## src/rtl/core_run_ctrl_pkg.sv

```systemverilog
// Shared types and constants for the core run-control sequencer.
package core_run_ctrl_pkg;

    typedef enum logic [1:0] {
        ST_IDLE  = 2'd0,
        ST_FETCH = 2'd1,
        ST_EXEC  = 2'd2,
        ST_HALT  = 2'd3
    } ctrl_state_t;

    localparam logic [1:0] CAUSE_HALTREQ = 2'b00;
    localparam logic [1:0] CAUSE_HATA    = 2'b01;
    localparam logic [1:0] CAUSE_STEPLIM = 2'b10;
    localparam logic [1:0] CAUSE_TIMEOUT = 2'b11;

    localparam int DEFAULT_TIMEOUT_CYCLES = 255;

endpackage

```

## src/rtl/core_run_controller_fetch_timeout_ctr.sv

```systemverilog
// Fetch watchdog: counts cycles spent in FETCH and flags the last allowed cycle.
// Only instantiated when CORE_RUN_CTRL_TIMEOUT_EN is defined.
module fetch_timeout_ctr
    import core_run_ctrl_pkg::*;
#(
    parameter int TIMEOUT_CYCLES = DEFAULT_TIMEOUT_CYCLES
) (
    input  logic clk,
    input  logic reset,
    input  logic clear,
    input  logic active,
    output logic tc
);
    localparam int               CNT_W  = $clog2(TIMEOUT_CYCLES + 1);
    localparam logic [CNT_W-1:0] TC_VAL = CNT_W'(TIMEOUT_CYCLES - 1);

    logic [CNT_W-1:0] cnt_q;

    // Cleared on the way into FETCH so the entry cycle reads zero; stops at terminal count.
    always_ff @(posedge clk) begin
        if (!reset) begin
            cnt_q <= '0;
        end else if (clear) begin
            cnt_q <= '0;
        end else if (active && !tc) begin
            cnt_q <= cnt_q + CNT_W'(1);
        end
    end

    // High during the TIMEOUT_CYCLES-th FETCH cycle.
    assign tc = active && (cnt_q == TC_VAL);

endmodule

```

## src/rtl/core_run_controller.sv

```systemverilog
// Run-control sequencer: fetches one instruction at the core's PC, latches it,
// gives the core a one-cycle commit enable and counts retirements.
// Optional fetch timeout halt is enabled with the macro CORE_RUN_CTRL_TIMEOUT_EN.
module core_run_controller
    import core_run_ctrl_pkg::*;
#(
    parameter int TIMEOUT_CYCLES = DEFAULT_TIMEOUT_CYCLES,
    parameter int STEP_W         = 16
) (
    input  logic              clk,
    input  logic              reset,
    input  logic              start,
    input  logic              halt_req,
    input  logic [STEP_W-1:0] step_limit,
    input  logic [31:0]       pc_core,
    input  logic              hata_core,
    output logic              imem_req,
    output logic [31:0]       imem_addr,
    input  logic              imem_valid,
    input  logic [31:0]       imem_rdata,
    output logic [31:0]       komut_core,
    output logic              core_en,
    output logic              running,
    output logic              halted,
    output logic [1:0]        halt_cause,
    output logic [STEP_W-1:0] retired
);

    ctrl_state_t       state_q, state_d;
    logic              fetch_first_q;
    logic              fetch_enter;
    logic [31:0]       addr_q;
    logic [31:0]       komut_q;
    logic [STEP_W-1:0] retired_q;
    logic [STEP_W-1:0] step_lim_q;
    logic [1:0]        cause_q, cause_d;
    logic              halt_flag_q;
    logic              start_run;
    logic              retire_inc;
    logic              timeout_tc;
    logic              limit_hit;

    // Retire counter sticks at all-ones instead of wrapping.
    function automatic logic [STEP_W-1:0] sat_inc(input logic [STEP_W-1:0] v);
        return (&v) ? v : v + STEP_W'(1);
    endfunction

    assign limit_hit = (step_lim_q != '0) &&
                       (({1'b0, retired_q} + (STEP_W+1)'(1)) == {1'b0, step_lim_q});

`ifdef CORE_RUN_CTRL_TIMEOUT_EN
    fetch_timeout_ctr #(
        .TIMEOUT_CYCLES (TIMEOUT_CYCLES)
    ) u_fetch_timeout (
        .clk    (clk),
        .reset  (reset),
        .clear  (fetch_enter),
        .active (state_q == ST_FETCH),
        .tc     (timeout_tc)
    );
`else
    assign timeout_tc = 1'b0;
`endif

    // Next-state and control outputs; EXEC exit checks error, then halt request, then step limit.
    always_comb begin
        state_d    = state_q;
        cause_d    = cause_q;
        start_run  = 1'b0;
        retire_inc = 1'b0;
        imem_req   = 1'b0;
        core_en    = 1'b0;
        running    = 1'b0;
        halted     = 1'b0;
        case (state_q)
            ST_IDLE: begin
                if (start) begin
                    state_d   = ST_FETCH;
                    start_run = 1'b1;
                end
            end
            ST_FETCH: begin
                running  = 1'b1;
                imem_req = 1'b1;
                if (imem_valid) begin
                    state_d = ST_EXEC;
                end else if (timeout_tc) begin
                    state_d = ST_HALT;
                    cause_d = CAUSE_TIMEOUT;
                end
            end
            ST_EXEC: begin
                running = 1'b1;
                core_en = 1'b1;
                if (hata_core) begin
                    state_d = ST_HALT;
                    cause_d = CAUSE_HATA;
                end else begin
                    retire_inc = 1'b1;
                    if (halt_flag_q || halt_req) begin
                        state_d = ST_HALT;
                        cause_d = CAUSE_HALTREQ;
                    end else if (limit_hit) begin
                        state_d = ST_HALT;
                        cause_d = CAUSE_STEPLIM;
                    end else begin
                        state_d = ST_FETCH;
                    end
                end
            end
            ST_HALT: begin
                halted = 1'b1;
                if (start) begin
                    state_d   = ST_FETCH;
                    start_run = 1'b1;
                end
            end
            default: state_d = ST_IDLE;
        endcase
    end

    assign fetch_enter = (state_q != ST_FETCH) && (state_d == ST_FETCH);

    // State register and first-FETCH-cycle marker.
    always_ff @(posedge clk) begin
        if (!reset) begin
            state_q       <= ST_IDLE;
            fetch_first_q <= 1'b0;
        end else begin
            state_q       <= state_d;
            fetch_first_q <= fetch_enter;
        end
    end

    // Address/instruction latches, retire counter, cause and sticky halt flag.
    always_ff @(posedge clk) begin
        if (!reset) begin
            addr_q      <= '0;
            komut_q     <= '0;
            retired_q   <= '0;
            step_lim_q  <= '0;
            cause_q     <= '0;
            halt_flag_q <= 1'b0;
        end else begin
            // The core's PC settles at the edge that ends EXEC, so capture it one cycle later.
            if (fetch_first_q) begin
                addr_q <= pc_core;
            end
            if (state_q == ST_FETCH && imem_valid) begin
                komut_q <= imem_rdata;
            end
            if (start_run) begin
                retired_q   <= '0;
                cause_q     <= CAUSE_HALTREQ;
                halt_flag_q <= 1'b0;
                step_lim_q  <= step_limit;
            end else begin
                cause_q <= cause_d;
                if (retire_inc) begin
                    retired_q <= sat_inc(retired_q);
                end
                if (running && halt_req) begin
                    halt_flag_q <= 1'b1;
                end
            end
        end
    end

    assign imem_addr  = fetch_first_q ? pc_core : addr_q;
    assign komut_core = komut_q;
    assign halt_cause = cause_q;
    assign retired    = retired_q;

endmodule

```

## config.mk

```make
export PLATFORM = sky130hd
export DESIGN_NAME = core_run_controller
export DESIGN_NICKNAME = d
export VERILOG_FILES = /design/src/rtl/core_run_ctrl_pkg.sv /design/src/rtl/core_run_controller_fetch_timeout_ctr.sv /design/src/rtl/core_run_controller.sv
export SDC_FILE = /design/constraint.sdc
export NUM_CORES = 1
export LEC_CHECK = 0
export ABC_AREA = 1
export CORE_MARGIN = 4
export CORE_UTILIZATION = 40
export DETAILED_ROUTE_END_ITERATION = 6
export PLACE_DENSITY = 0.77
export SYNTH_ARGS = -nofsm -noshare
export SYNTH_HDL_FRONTEND = slang
export SYNTH_SLANG_ARGS = --single-unit
```

## constraint.sdc

```tcl
create_clock -name clk -period 2 [get_ports clk]
set_clock_uncertainty 0.15 [all_clocks]
set_input_delay 0.5 -clock clk [delete_from_list [all_inputs] [get_ports clk]]
set_output_delay 0.5 -clock clk [all_outputs]
set_load 0.03 [all_outputs]
```

* After elaboration in Yosys (flattened, before gate mapping)
Cells that the tools add are included.
** Word-level totals
- Register bits after elaboration :: 102
- Input port bits :: 86
- Output and inout bits :: 86
- Logic and storage cells :: 50
** Operators by class
- Add/subtract/negate cells :: 2
- Eq/ne operators :: 6
- Multiplexer cells :: 18
- Bitwise logic cells :: 2
- Reduce and logical (&&, ||, !) cells :: 14
** Operators with widths (number)
- two-way mux 32 bit :: 1
- adder 16 x 1 -> 17 bit, second input constant :: 1
- equality test 17 x 16 -> 1 bit :: 1
- adder 16 x 1 -> 16 bit, second input constant :: 1
- two-way mux 2 bit :: 8
- AND reduction 16 bit :: 1
- nonzero test 16 bit :: 1
- two-way mux 1 bit :: 8
- one-hot mux 2 bit (3 select lines) :: 1
- OR reduction 2 bit :: 3
- equality test 2 x 1 -> 1 bit, second input constant :: 2
- equality test 2 bit, second input constant :: 2
- logical AND 1 bit :: 4
- AND reduction 2 bit :: 2
- nonzero test 3 bit :: 1
- logical NOT 2 bit :: 1
- != test 2 x 1 -> 1 bit, second input constant :: 1
- NOT 1 bit :: 2
- logical OR 1 bit :: 1

* Longest topological paths before layout
- Depth after elaboration :: 9
- Gate-level depth with buffers :: 15
- Depth with buffers taken out :: 15

* Worst setup path before layout
OpenSTA, ideal clock, no wires.
- Kind :: register to register
- Start :: reg retired_q[1] (netlist: retired[1])
- End :: reg retired_q[3] (netlist: retired[3])
- Setup time :: 0.117 ns
- Data arrival time :: 1.968 ns
- Data required time :: 1.733 ns
- Setup slack :: -0.234 ns
- Stages on the path, launching flop included :: 11
- Path buffers :: 1
- Period minus slack after synthesis :: 2.234 ns
- Path through :: dfxtp_1 -> ha_1 -> nand2_1 -> nor2_4 -> nand2_2 -> or3_4 -> nand3_4 -> inv_4 -> buf_6 -> o211ai_1 -> inv_1
** On the way
- Longest elaborated chain between the ends :: 3
- Elaborated cells between the ends (all ways) :: 4
** Ends and longest elaborated chain
- start, declared :: line core_run_controller.sv:34 : logic [STEP_W-1:0] retired_q;
- start signal, assigned :: line core_run_controller.sv:160 : retired_q <= sat_inc(retired_q);
- branches (longest 3 deep; another with adder 16 x 1 -> 16 bit)
Several ways; the timed one is not identified.
A chain may end at the register's enable or synchronous reset.

* Worst setup path after layout
- Start :: reg retired_q[1] (netlist: retired[1])
- End :: reg state_q[1]
** On the way
- Longest elaborated chain between the ends :: 7
** Ends and longest elaborated chain
- adder 16 x 1 -> 17 bit :: line core_run_controller.sv:49 : (({1'b0, retired_q} + (STEP_W+1)'(1)) == {1'b0, step_lim_q});
- equality test 17 x 16 -> 1 bit :: line core_run_controller.sv:49
- logical AND 1 bit :: line core_run_controller.sv:48 : assign limit_hit = (step_lim_q != '0) &&
- two-way mux 2 bit :: line core_run_controller.sv:103 : end else if (limit_hit) begin
- two-way mux 2 bit :: line core_run_controller.sv:100 : if (halt_flag_q || halt_req) begin
- two-way mux 2 bit :: line core_run_controller.sv:95 : if (hata_core) begin
- one-hot mux 2 bit (3 select lines) :: line core_run_controller.sv:75 : case (state_q)
- end signal, assigned :: line core_run_controller.sv:130 : state_q <= state_d;
- end, declared :: line core_run_controller.sv:29 : ctrl_state_t state_q, state_d;
Every way passes these cells.

==> results.json <==
{
  "clk_latency_ps": 340,
  "num-fill-cells": 971,
  "drtIter0Drc": 218,
  "num_rows": 38,
  "cts.clk_slew.worst_paths_ps": 70,
  "grt_usage_pct": 21.9,
  "ir_worst_vdd_mv": 0.624,
  "fp.dieH_um": 114,
  "ys_seq_area_share_pct": 45.3,
  "dr.pass1.iters": 4,
  "status": "complete, but fails checks",
  "start_kind": "flop",
  "die_w_um": 114,
  "cp.arrival_ps": 2140,
  "port_buffers": 171,
  "vias": 4934,
  "via_per_inst": 5.02,
  "h-tree-depth": 3,
  "dp_hpwl_mm": 10.8,
  "total_power_mw": 8.36,
  "cp_num_buf_inv": 1,
  "syn_inst": 643,
  "cts_root_buf": "clkbuf_16",
  "violations": "negative setup slack",
  "grt_pass1_vias": 4831,
  "worstMarginPinSlew_ps": 542,
  "cpPeakStageDelay_ps": 370,
  "setup_violations": 13,
  "gp_congestion": 0.935,
  "grt_pass1_wl_mm": 23.1,
  "start_util_pct": 41.3,
  "power.density_mw_per_mm2": 1190,
  "rr_endpoint": "state_q[1]",
  "cts_tree": "built",
  "critical-path-top-delay-family": "simple AND/OR/NAND/NOR gates",
  "worst-path-stages": 12,
  "layoutNonFillerInstCount": 983,
  "rsz0062_at_grt": "true",
  "fin_area_mm2": 0.00706,
  "synth_area_per_cell_um2": 7.02,
  "worst-setup-path-type": "flop to flop",
  "grt_start_max_net_pins": 34,
  "drive_above_1_share_pct": 18.1,
  "core_area_mm2": 0.0109,
  "wire_per_inst_um": 14.7,
  "whs_endpoint": "addr_q[17]",
  "drc": 0,
  "end_kind": "flop",
  "crit_path_cell_trace": "ha_4, nand2_4, nor2_4, nand3_1, nor3_1, nand4_1, nand3_1, nor2_2, nand2_2, nand2_2, o21ai_2, inv_1",
  "hold_viol_final": 0,
  "antenna_left": 0,
  "required_ps": 2100,
  "fin_nets": 928,
  "drt_wl_total_mm": 14.5,
  "area_delta_synth_final_pct": 56.4,
  "hp-start": "addr_q[17]",
  "holdPathStages": 2,
  "multi_input_area_mm2": 0.00227,
  "register_area_mm2": 0.00207,
  "overflow": 0,
  "dieArea_mm2": 0.0130,
  "ys_ff_latch": 102,
  "fmax_mhz": 488,
  "cellLeakagePower_nw": 3.26,
  "cts_buffers": 9,
  "crit_path_max_fanout": 5,
  "dpl.cell_count": 956,
  "antenna_found_initial": 0,
  "io_pins": 172,
  "slew_viol_final": 0,
  "synth_nets": 733,
  "cts_sinks": 102,
  "diodes": 0,
  "rr_worst_depth": 12,
  "ys_types": 32,
  "hp-class": "flop to flop",
  "slew_headroom_pct": 63.6,
  "yosysWarnings": 0,
  "post-route-period-util_pct": 102,
  "r2r_start": "retired[1]",
  "layout_setup_ws_ps": -47.8,
  "min_period_ps": 2050,
  "slowest_stage": "dfxtp_4",
  "drv_cap": 0,
  "reg2reg_slack_ps": -50,
  "syn_area_mm2": 0.00451,
  "clockBufferDepth": 2,
  "placed_area_mm2": 0.00654
}
## metrics by stage
stage          utilization, %  hold WS [ps]  setup WS (ps)  setup TNS, ps
2_1_floorplan               -           294           19.1              0
3_3_place_gp             59.8           299          -18.4          -18.4
3_5_place_dp             59.8           309          -27.8          -27.8
4_1_cts                  62.5           317           10.7              0
5_1_grt                  64.5           349           -172          -1710
6_report                 64.5           318          -47.8           -340
## repair_timing
action | CTS | global route
hold buffers | 0 | 0
pin swaps | 1 | 26
resized for setup | 62 | 52
cloned | 1 | 1
setup endpoints to repair | 85 | 37
setup buffers | 1 | 8
## worst max-delay path by stage
stage | to | slack [ps] | start
2_1_floorplan | retired[3] | 20 | retired[2]
3_3_place_gp | state_q[1] | -20 | retired[7]
3_5_place_dp | state_q[1] | -30 | retired[0]
4_1_cts | imem_addr[5] | 10 | fetch_first_q
5_1_grt | state_q[1] | -170 | retired[1]
6_report | state_q[1] | -50 | retired[1]
## cells in the final DEF (no fill, tap or decap), types with 11 or more instances in the layout
| cell type | count |
|---|---|
| nand3_1 | 26 |
| nand4_1 | 14 |
| a21oi_1 | 61 |
| nor2_1 | 87 |
| o21ai_0 | 49 |
| clkbuf_16 | 11 |
| dfxtp_1 | 88 |
| dlygate4sd2_1 | 50 |
| inv_1 | 45 |
| nand2_1 | 162 |
| clkdlybuf4s50_1 | 85 |
| buf_4 | 60 |
## final cells by class
class,instances,area share [%]
clock inverters,3,0.355
flip-flops and latches,102,29.3
well taps,140,2.48
inverters,50,2.80
repair buffers,213,28.9
multi-input cells,462,32.2
clock buffers,13,3.99
## state kept, by name, summed over array words and instances, names as in the netlist
signal and flops:
fetch_first_q 1, komut_core 32, step_lim_q 16, halt_flag_q 1
state_q 2, halt_cause 2, retired 16, addr_q 32
## cell usage after synthesis, drive strengths merged
cell / n / area (um2)
nand2: 172 / 656
dfxtp: 102 / 2040
nor2: 98 / 398
a21oi: 64 / 320
o21ai: 63 / 315
inv: 49 / 186
nand3: 29 / 158
clkbuf: 25 / 93.8
nand4: 14 / 87.6
buf: 4 / 33.8
ha: 4 / 50.1
xor2: 3 / 26.3
a211oi: 2 / 25.0
a31oi: 2 / 12.5
nor3: 2 / 15.0
o2111ai: 2 / 17.5
o31ai: 2 / 15.0
clkinv: 1 / 3.75
nand3b: 1 / 7.51
o211ai: 1 / 7.51
o21bai: 1 / 7.51
or3: 1 / 11.3
xnor3: 1 / 22.5
## worst min-delay path, cell delays in order, from the launching register on
cell     delay [ps]
dfxtp_1         300
nand2_1          70
a21oi_1          60
## power by group
part	internal (mW)	switching, mW	leakage, nW
sequential	2.48	0.267	0.841
combinational	1.50	2.32	2.27
clock	0.994	0.794	0.147
total	4.98	3.38	3.26
## kinds of logic after synthesis
kind of cell / share of synthesized area, %
AO/OA/AOI/OAI: 16.0
buffers and inverters: 7.04
AND/OR/NAND/NOR: 29.5
flip-flops: 45.3
adder cells (fa/ha/maj): 1.11
XOR/XNOR: 1.08
## layer usage
metal	part of all wire (%)	vias to the layer above	global-route usage, %
met1	42	2258	26.5
met4	2.7	0	9.11
met5	0	-	0
met2	48	166	36.0
li1	-	2482	-
met3	7.8	28	7.14
Note: power is estimated with default switching activity, not from simulation.
